File: src/rtl/accel_dma_if.sv
// Packet channels between the copy sequencer (master side) and the AXI master bridge (slave side).
// Each channel moves one packet per cycle when access is high and wait is low.
interface accel_dma_if #(
    parameter int PW = 104
) ();
    logic          m_rd_access;
    logic [PW-1:0] m_rd_packet;
    logic          m_rd_wait;
    logic          m_rr_access;
    logic [PW-1:0] m_rr_packet;
    logic          m_rr_wait;
    logic          m_wr_access;
    logic [PW-1:0] m_wr_packet;
    logic          m_wr_wait;

    modport master (
        output m_rd_access,
        output m_rd_packet,
        input  m_rd_wait,
        input  m_rr_access,
        input  m_rr_packet,
        output m_rr_wait,
        output m_wr_access,
        output m_wr_packet,
        input  m_wr_wait
    );

    modport slave (
        input  m_rd_access,
        input  m_rd_packet,
        output m_rd_wait,
        output m_rr_access,
        output m_rr_packet,
        input  m_rr_wait,
        input  m_wr_access,
        input  m_wr_packet,
        output m_wr_wait
    );
endinterface

File: src/rtl/accel_dma_sequencer.sv
// Copy engine: issues word reads from src whose return address is dst, then
// forwards each read response as a write packet. Bounded outstanding reads.
module accel_dma_sequencer #(
    parameter int AW      = 32,
    parameter int PW      = 2*AW + 40,
    parameter int CW      = 16,
    parameter int MAX_OUT = 8
) (
    input  logic          clk,
    input  logic          nreset,
    input  logic          start,
    input  logic [AW-1:0] cfg_src,
    input  logic [AW-1:0] cfg_dst,
    input  logic [CW-1:0] cfg_count,
    output logic          busy,
    output logic          done,
    accel_dma_if.master   bus
);
    typedef enum logic [1:0] {IDLE, RUN, DRAIN, DONE} state_t;

    localparam logic [7:0]    MAX_OUT_L  = 8'(MAX_OUT);
    localparam logic [AW-1:0] WORD_BYTES = AW'(4);

    state_t        state, state_n;
    logic [CW-1:0] rd_left, rd_left_n;
    logic [CW-1:0] wr_left, wr_left_n;
    logic [7:0]    outstanding, outstanding_n;
    logic [AW-1:0] rd_addr, rd_addr_n;
    logic [AW-1:0] wr_addr, wr_addr_n;
    logic          rd_valid, rd_valid_n;
    logic [PW-1:0] rd_packet, rd_packet_n;
    logic          wr_valid, wr_valid_n;
    logic [PW-1:0] wr_packet, wr_packet_n;
    logic          busy_n, done_n;
    logic          rd_fire, rr_fire, rr_take, wr_fire;
    logic          rr_unused;

    // Layout: write | datamode | ctrlmode | dstaddr | data | srcaddr, LSB first.
    function automatic logic [PW-1:0] make_packet(
        input logic          write,
        input logic [AW-1:0] dstaddr,
        input logic [AW-1:0] data,
        input logic [AW-1:0] srcaddr
    );
        logic [PW-1:0] p;
        p                  = '0;
        p[0]               = write;
        p[2:1]             = 2'b10;
        p[AW+7:8]          = dstaddr;
        p[2*AW+7:AW+8]     = data;
        p[3*AW+7:2*AW+8]   = srcaddr;
        return p;
    endfunction

    assign rd_fire       = rd_valid & ~bus.m_rd_wait;
    assign wr_fire       = wr_valid & ~bus.m_wr_wait;
    // The write stage can take a new response in the same cycle its entry drains.
    assign bus.m_rr_wait = wr_valid & bus.m_wr_wait;
    assign rr_fire       = bus.m_rr_access & ~bus.m_rr_wait;
    assign rr_take       = rr_fire & ((state == RUN) || (state == DRAIN));
    assign rr_unused     = ^{bus.m_rr_packet[7:0], bus.m_rr_packet[PW-1:2*AW+8]};

    assign bus.m_rd_access = rd_valid;
    assign bus.m_rd_packet = rd_packet;
    assign bus.m_wr_access = wr_valid;
    assign bus.m_wr_packet = wr_packet;

    // NOTE: every signal written here gets a default first, so no path leaves
    // one unassigned and no latch is inferred.
    always_comb begin
        state_n       = state;
        rd_left_n     = rd_left;
        wr_left_n     = wr_left;
        outstanding_n = outstanding;
        rd_addr_n     = rd_addr;
        wr_addr_n     = wr_addr;
        wr_valid_n    = wr_valid;
        wr_packet_n   = wr_packet;

        if (rd_fire) begin
            rd_left_n = rd_left - CW'(1);
            rd_addr_n = rd_addr + WORD_BYTES;
            wr_addr_n = wr_addr + WORD_BYTES;
        end
        if (wr_fire) begin
            wr_left_n = wr_left - CW'(1);
        end

        case ({rd_fire, rr_take})
            2'b10:   outstanding_n = outstanding + 8'd1;
            2'b01:   outstanding_n = outstanding - 8'd1;
            default: outstanding_n = outstanding;
        endcase

        if (rr_take) begin
            wr_valid_n  = 1'b1;
            wr_packet_n = make_packet(1'b1, bus.m_rr_packet[AW+7:8],
                                      bus.m_rr_packet[2*AW+7:AW+8], '0);
        end else if (wr_fire) begin
            wr_valid_n = 1'b0;
        end

        unique case (state)
            IDLE: begin
                if (start) begin
                    rd_left_n     = cfg_count;
                    wr_left_n     = cfg_count;
                    rd_addr_n     = cfg_src;
                    wr_addr_n     = cfg_dst;
                    outstanding_n = '0;
                    state_n       = (cfg_count == '0) ? DONE : RUN;
                end
            end
            RUN: begin
                if (rd_fire && (rd_left_n == '0)) begin
                    state_n = (wr_left_n == '0) ? DONE : DRAIN;
                end
            end
            DRAIN: begin
                if (wr_left_n == '0) begin
                    state_n = DONE;
                end
            end
            DONE: begin
                state_n = IDLE;
            end
            default: state_n = IDLE;
        endcase

        // Registered outputs are decided from next-cycle values so they line up with the state.
        rd_valid_n  = (state_n == RUN) && (rd_left_n != '0) && (outstanding_n < MAX_OUT_L);
        rd_packet_n = rd_valid_n ? make_packet(1'b0, rd_addr_n, '0, wr_addr_n) : rd_packet;
        busy_n      = (state_n == RUN) || (state_n == DRAIN);
        done_n      = (state_n == DONE);
    end

    // NOTE: sequential state uses non-blocking assignments so every register
    // samples the pre-edge values regardless of statement order.
    always_ff @(posedge clk or negedge nreset) begin
        if (!nreset) begin
            state       <= IDLE;
            rd_left     <= '0;
            wr_left     <= '0;
            outstanding <= '0;
            rd_addr     <= '0;
            wr_addr     <= '0;
            rd_valid    <= 1'b0;
            rd_packet   <= '0;
            wr_valid    <= 1'b0;
            wr_packet   <= '0;
            busy        <= 1'b0;
            done        <= 1'b0;
        end else begin
            state       <= state_n;
            rd_left     <= rd_left_n;
            wr_left     <= wr_left_n;
            outstanding <= outstanding_n;
            rd_addr     <= rd_addr_n;
            wr_addr     <= wr_addr_n;
            rd_valid    <= rd_valid_n;
            rd_packet   <= rd_packet_n;
            wr_valid    <= wr_valid_n;
            wr_packet   <= wr_packet_n;
            busy        <= busy_n;
            done        <= done_n;
        end
    end
endmodule

File: src/flat_wrapper.sv
// flat-port wrapper written by rule: the top's interface ports become plain ports
module accel_dma_sequencer_flat 
#(
    parameter int AW      = 32,
    parameter int PW      = 2*AW + 40,
    parameter int CW      = 16,
    parameter int MAX_OUT = 8
)
  (clk, nreset, start, cfg_src, cfg_dst, cfg_count, busy, done, bus_m_rd_access, bus_m_rd_packet, bus_m_rd_wait, bus_m_rr_access, bus_m_rr_packet, bus_m_rr_wait, bus_m_wr_access, bus_m_wr_packet, bus_m_wr_wait);
  accel_dma_if #(.PW(PW)) bus_i ();
  input  logic clk;
  input  logic nreset;
  input  logic start;
  input  logic [AW-1:0] cfg_src;
  input  logic [AW-1:0] cfg_dst;
  input  logic [CW-1:0] cfg_count;
  output logic busy;
  output logic done;
  output wire logic [$bits(bus_i.m_rd_access)-1:0] bus_m_rd_access;
  output wire logic [$bits(bus_i.m_rd_packet)-1:0] bus_m_rd_packet;
  input wire logic [$bits(bus_i.m_rd_wait)-1:0] bus_m_rd_wait;
  input wire logic [$bits(bus_i.m_rr_access)-1:0] bus_m_rr_access;
  input wire logic [$bits(bus_i.m_rr_packet)-1:0] bus_m_rr_packet;
  output wire logic [$bits(bus_i.m_rr_wait)-1:0] bus_m_rr_wait;
  output wire logic [$bits(bus_i.m_wr_access)-1:0] bus_m_wr_access;
  output wire logic [$bits(bus_i.m_wr_packet)-1:0] bus_m_wr_packet;
  input wire logic [$bits(bus_i.m_wr_wait)-1:0] bus_m_wr_wait;
  assign bus_m_rd_access = bus_i.m_rd_access;
  assign bus_m_rd_packet = bus_i.m_rd_packet;
  assign bus_i.m_rd_wait = bus_m_rd_wait;
  assign bus_i.m_rr_access = bus_m_rr_access;
  assign bus_i.m_rr_packet = bus_m_rr_packet;
  assign bus_m_rr_wait = bus_i.m_rr_wait;
  assign bus_m_wr_access = bus_i.m_wr_access;
  assign bus_m_wr_packet = bus_i.m_wr_packet;
  assign bus_i.m_wr_wait = bus_m_wr_wait;
  accel_dma_sequencer #(.AW(AW), .PW(PW), .CW(CW), .MAX_OUT(MAX_OUT)) u_core (.clk(clk), .nreset(nreset), .start(start), .cfg_src(cfg_src), .cfg_dst(cfg_dst), .cfg_count(cfg_count), .busy(busy), .done(done), .bus(bus_i));
endmodule
File: config.mk
export PLATFORM = sky130hd
export DESIGN_NAME = accel_dma_sequencer_flat
export DESIGN_NICKNAME = d
export VERILOG_FILES = /design/src/rtl/accel_dma_if.sv /design/src/rtl/accel_dma_sequencer.sv /design/src/flat_wrapper.sv
export SDC_FILE = /design/constraint.sdc
export NUM_CORES = 1
export LEC_CHECK = 0
export ABC_AREA = 1
export BUFFER_PORTS_ARGS = -buffer_cell sky130_fd_sc_hd__clkbuf_2
export CORE_MARGIN = 2
export CORE_UTILIZATION = 45
export CTS_CLUSTER_SIZE = 12
export DETAILED_ROUTE_END_ITERATION = 10
export GPL_ROUTABILITY_DRIVEN = 1
export PLACE_DENSITY_LB_ADDON = 0.08
export SETUP_SLACK_MARGIN = 0.1
export SKIP_LAST_GASP = 1
export SYNTH_ARGS = -nofsm -noshare
export SYNTH_HDL_FRONTEND = slang
export SYNTH_SLANG_ARGS = --single-unit
File: constraint.sdc
create_clock -name clk -period 5.4 [get_ports clk]
set_input_delay 0.54 -clock clk [delete_from_list [all_inputs] [get_ports clk]]
set_output_delay 0.54 -clock clk [all_outputs]
set_load 0.1 [all_outputs]
==> results_dict.tcl <==
set metrics [dict create \
    final_period_minus_worst_setup_slack_ps 3800 \
    synth_top_flop_cell "sky130_fd_sc_hd__dfrtp_1" \
    critical_path_class "flip-flop to flip-flop" \
    clock_insertion_delay_worst_skew_ps 550 \
    cts_setup_buffers 0 \
    clkSlewWorstSetupHoldPaths_ps 60 \
    gp_congestion 0.850 \
    clock_skew_ps 18.1 \
    fp.dieW_um 173 \
    worstPathRequired_ps 5840 \
    critPathMaxFanout 49 \
    fmaxAchievable_mhz 263 \
    place.port_buffers 285 \
    setup-violations-final 0 \
    hold_viol_final 16 \
    core_region_area_um2 27900 \
    pin_count 403 \
    critical_path.max_stage_delay_ps 640 \
    cts.sinks 240 \
    cts_root_buffer "sky130_fd_sc_hd__clkbuf_16" \
    yosys.area.top_type_share_pct 46.7 \
    die_h_um 173 \
    drc 0 \
    critical-path-slowest-cell "sky130_fd_sc_hd__inv_2" \
    grt_pass1_vias 11000 \
    grt_use_total_pct 22.4 \
    crit_path_start_kind "flip-flop" \
    cts.repair.resized 0 \
    yosys-top-cells-area "sky130_fd_sc_hd__dfrtp_1 47%, sky130_fd_sc_hd__nand2_1 18%, sky130_fd_sc_hd__nand3_1 5.6%, sky130_fd_sc_hd__buf_4 4.7%, sky130_fd_sc_hd__nor2_1 4.2%" \
    worst_hold_path_type "input pin to asynchronous set/reset pin" \
    drive_gt1_share_pct 20.1 \
    flow.area_growth_from_synthesis_pct 18.5 \
    synth_mux_area_share_pct 0 \
    detail_route.vias_per_cell 4.79 \
    synth_top_family_by_area "simple AND/OR/NAND/NOR gates" \
    routed_length_on_met1_um 14700 \
    die_area_um2 29900 \
    relSlewSlack_pct 51.3 \
    cts-root-to-sink-buffers 3 \
    drt_first_iter_violations 623 \
    antenna_found_initial 2 \
    antenna_left 0 \
    arrival_ps 4230 \
    fin_hold_ws_ps -33.4 \
    cts-buffers-inserted 28 \
    yosysUniqueCellTypes 41 \
    yosys.area_share.xor_xnor_pct 3.61 \
    mappedNetlistArea_um2 12900 \
    synthesis.yosys.warnings 0 \
    finalMaxSlewViolations 0 \
    drt_wl_total_um 33900 \
    wl_met2_um 16200 \
    cts_max_level 1 \
    synth-seq-area-share_pct 46.7 \
    netlist.top_cell.by_area "sky130_fd_sc_hd__dfrtp_1" \
    initial_core_util_pct 46.0 \
    synth.avg_cell_area_um2 7.59 \
    synthCells 1694 \
    critPathCaptureType "flip-flop" \
    vias 11300 \
    synth-seq-cells 240 \
    cts_hold_buf 0 \
    highest-signal-layer "met5" \
    rows 61 \
    fin_setup_tns_ps 0 \
    rsz0062_at_grt "false" \
    final_nets 2167 \
    synth-compound-area-share_pct 4.34 \
    synth_simple_gate_area_share_pct 32.5 \
    cts_tree "done" \
    synth-adder-area-share_pct 1.81 \
    maxCapViolCount 0 \
    detailedRoute.firstPassIterationCount 4 \
    met3_length_um 2190 \
    routed_wire_length_per_instance_um 14.4 \
    failed_checks "hold timing" \
    run_status "finished with violations" \
    hpwlAfterDp_um 24100 \
    critical_path.cell_chain "inv_1 -> ha_1 -> nand2_4 -> inv_2 -> nand2_1 -> o21ai_0 -> nand3_1 -> nor3_2 -> nand3_2 -> buf_4 -> nand3_1 -> nand2_1" \
    finalCritPeriodShare_pct 70.3 \
    grt_start_max_net_pins 91 \
    synth-edff-count 0 \
    grt_overflow 0 \
    worst_slew_pin_slew_ps 731 \
    postSynth.asyncResetShare_pct 100 \
    first_pass_grt_wire_length_um 55400 \
]
critical path, delay by kind of cell, from the launching register on:
kind,cells,cell delay (ps)
AOI/OAI and AO/OA,1,170
DFF,1,410
buffers and inverters,3,1230
adders and majority gates,1,270
and+or+nand+nor,7,1560
per-stage QoR:
stage / instances / area, um^2 / utilization [%] / worst slack, ps / hold slack, ps
floorplan: 1770 / 13100 / - / 1700 / 244
global placement: 2307 / 14300 / 51.2 / 1490 / 445
detailed placement: 2307 / 14300 / 51.2 / 1430 / 450
CTS: 2356 / 15200 / 54.5 / 1520 / 3.88
global route: 2357 / 15200 / 54.6 / 1170 / 12.9
finish: 2357 / 15200 / 54.6 / 1600 / -33.4
flip-flops by register name (all words and copies together) (netlist names):
name,count
u_core.bus.m_wr_access,1
u_core.wr_addr,32
u_core.state,2
u_core.bus.m_rd_access,1
u_core.bus.m_rd_packet,65
u_core.wr_left,16
u_core.done,1
u_core.rd_left,16
u_core.outstanding,8
u_core.bus.m_wr_packet,65
u_core.busy,1
u_core.rd_addr,32
metal layers:
layer / global-route usage (%) / vias up
met5: 0 / -
met4: 5.37 / 2
met3: 5.26 / 46
met2: 38.4 / 314
met1: 28.6 / 5265
li1: - / 5658
kinds of logic after synthesis:
kind of cell | count (synthesis)
XOR/XNOR | 53
buffers and inverters | 280
AND/OR/NAND/NOR | 997
adder cells (fa/ha/maj) | 18
other | 1
AO/OA/AOI/OAI | 105
flip-flops | 240
path summary, 6_finish.rpt:
check / slack [ps] / end / depth (start not counted) / from
worst max-delay path: 1600 / u_core.bus.m_rd_packet[10]$_DFFE_PN0P_ / 12 / u_core.state[0]$_DFF_PN0_
worst min-delay path: -30 / u_core.bus.m_wr_packet[29]$_DFFE_PN0P_ / 1 / nreset
worst max register to register: 1600 / u_core.bus.m_rd_packet[10]$_DFFE_PN0P_ / 12 / u_core.state[0]$_DFF_PN0_
worst min register to register: 460 / u_core.bus.m_rd_packet[2]$_DFFE_PN0P_ / 2 / u_core.bus.m_rd_packet[2]$_DFFE_PN0P_
max in group asynchronous: 4160 / u_core.bus.m_rd_packet[12]$_DFFE_PN0P_ / 2 / nreset
min in group clk: 180 / u_core.bus.m_wr_packet[40]$_DFFE_PN0P_ / 3 / bus_m_rr_packet[40]
synthesized netlist by cell type, types with 6 or more instances:
cell / instances
sky130_fd_sc_hd__inv_1: 138
sky130_fd_sc_hd__clkbuf_1: 30
sky130_fd_sc_hd__buf_6: 6
sky130_fd_sc_hd__ha_1: 17
sky130_fd_sc_hd__nor3_1: 15
sky130_fd_sc_hd__a21oi_1: 35
sky130_fd_sc_hd__nand4_1: 22
sky130_fd_sc_hd__nor2_2: 11
sky130_fd_sc_hd__dfrtp_1: 240
sky130_fd_sc_hd__nand2_2: 13
sky130_fd_sc_hd__o21ai_0: 45
sky130_fd_sc_hd__o21ai_1: 13
sky130_fd_sc_hd__xor2_1: 34
sky130_fd_sc_hd__nand2_1: 619
sky130_fd_sc_hd__inv_2: 6
sky130_fd_sc_hd__buf_2: 17
sky130_fd_sc_hd__nor2_1: 145
sky130_fd_sc_hd__or2_2: 13
sky130_fd_sc_hd__nand3_1: 143
sky130_fd_sc_hd__buf_4: 80
sky130_fd_sc_hd__xnor2_1: 19
placed cells by master, fill, tap and decap left out, types with 6 or more instances in the layout:
cell | Yosys | routed
sky130_fd_sc_hd__xor2_1 | 34 | 34
sky130_fd_sc_hd__a21oi_1 | 35 | 35
sky130_fd_sc_hd__nand2_2 | 13 | 13
sky130_fd_sc_hd__clkbuf_16 | 0 | 28
sky130_fd_sc_hd__buf_4 | 80 | 8
sky130_fd_sc_hd__xnor2_1 | 19 | 19
sky130_fd_sc_hd__ha_1 | 17 | 17
sky130_fd_sc_hd__clkbuf_2 | 0 | 284
sky130_fd_sc_hd__dfrtp_1 | 240 | 240
sky130_fd_sc_hd__inv_2 | 6 | 7
sky130_fd_sc_hd__o21ai_0 | 45 | 45
sky130_fd_sc_hd__o21ai_1 | 13 | 13
sky130_fd_sc_hd__nor2_2 | 11 | 11
sky130_fd_sc_hd__inv_1 | 138 | 137
sky130_fd_sc_hd__nor2_1 | 145 | 144
sky130_fd_sc_hd__clkinv_2 | 0 | 7
sky130_fd_sc_hd__conb_1 | 1 | 77
sky130_fd_sc_hd__nand4_1 | 22 | 22
sky130_fd_sc_hd__clkbuf_1 | 30 | 6
sky130_fd_sc_hd__or2_2 | 13 | 13
sky130_fd_sc_hd__nand3_1 | 143 | 141
sky130_fd_sc_hd__nor3_1 | 15 | 15
sky130_fd_sc_hd__nand2_1 | 619 | 618
cell type report:
class / instances / area (um^2)
Fill cell: 2793 / 12700
Sequential cell: 240 / 6010
Multi-Input combinational cell: 1250 / 5750
Timing Repair Buffer: 295 / 1540
Clock buffer: 37 / 764
Inverter: 144 / 541
Tap cell: 378 / 473
Clock inverter: 12 / 171
Antenna cell: 1 / 2.50
Power is left out: the tool's default activity adds up to more than one toggle a clock period on the data nets, which glitch-free logic cannot reach.
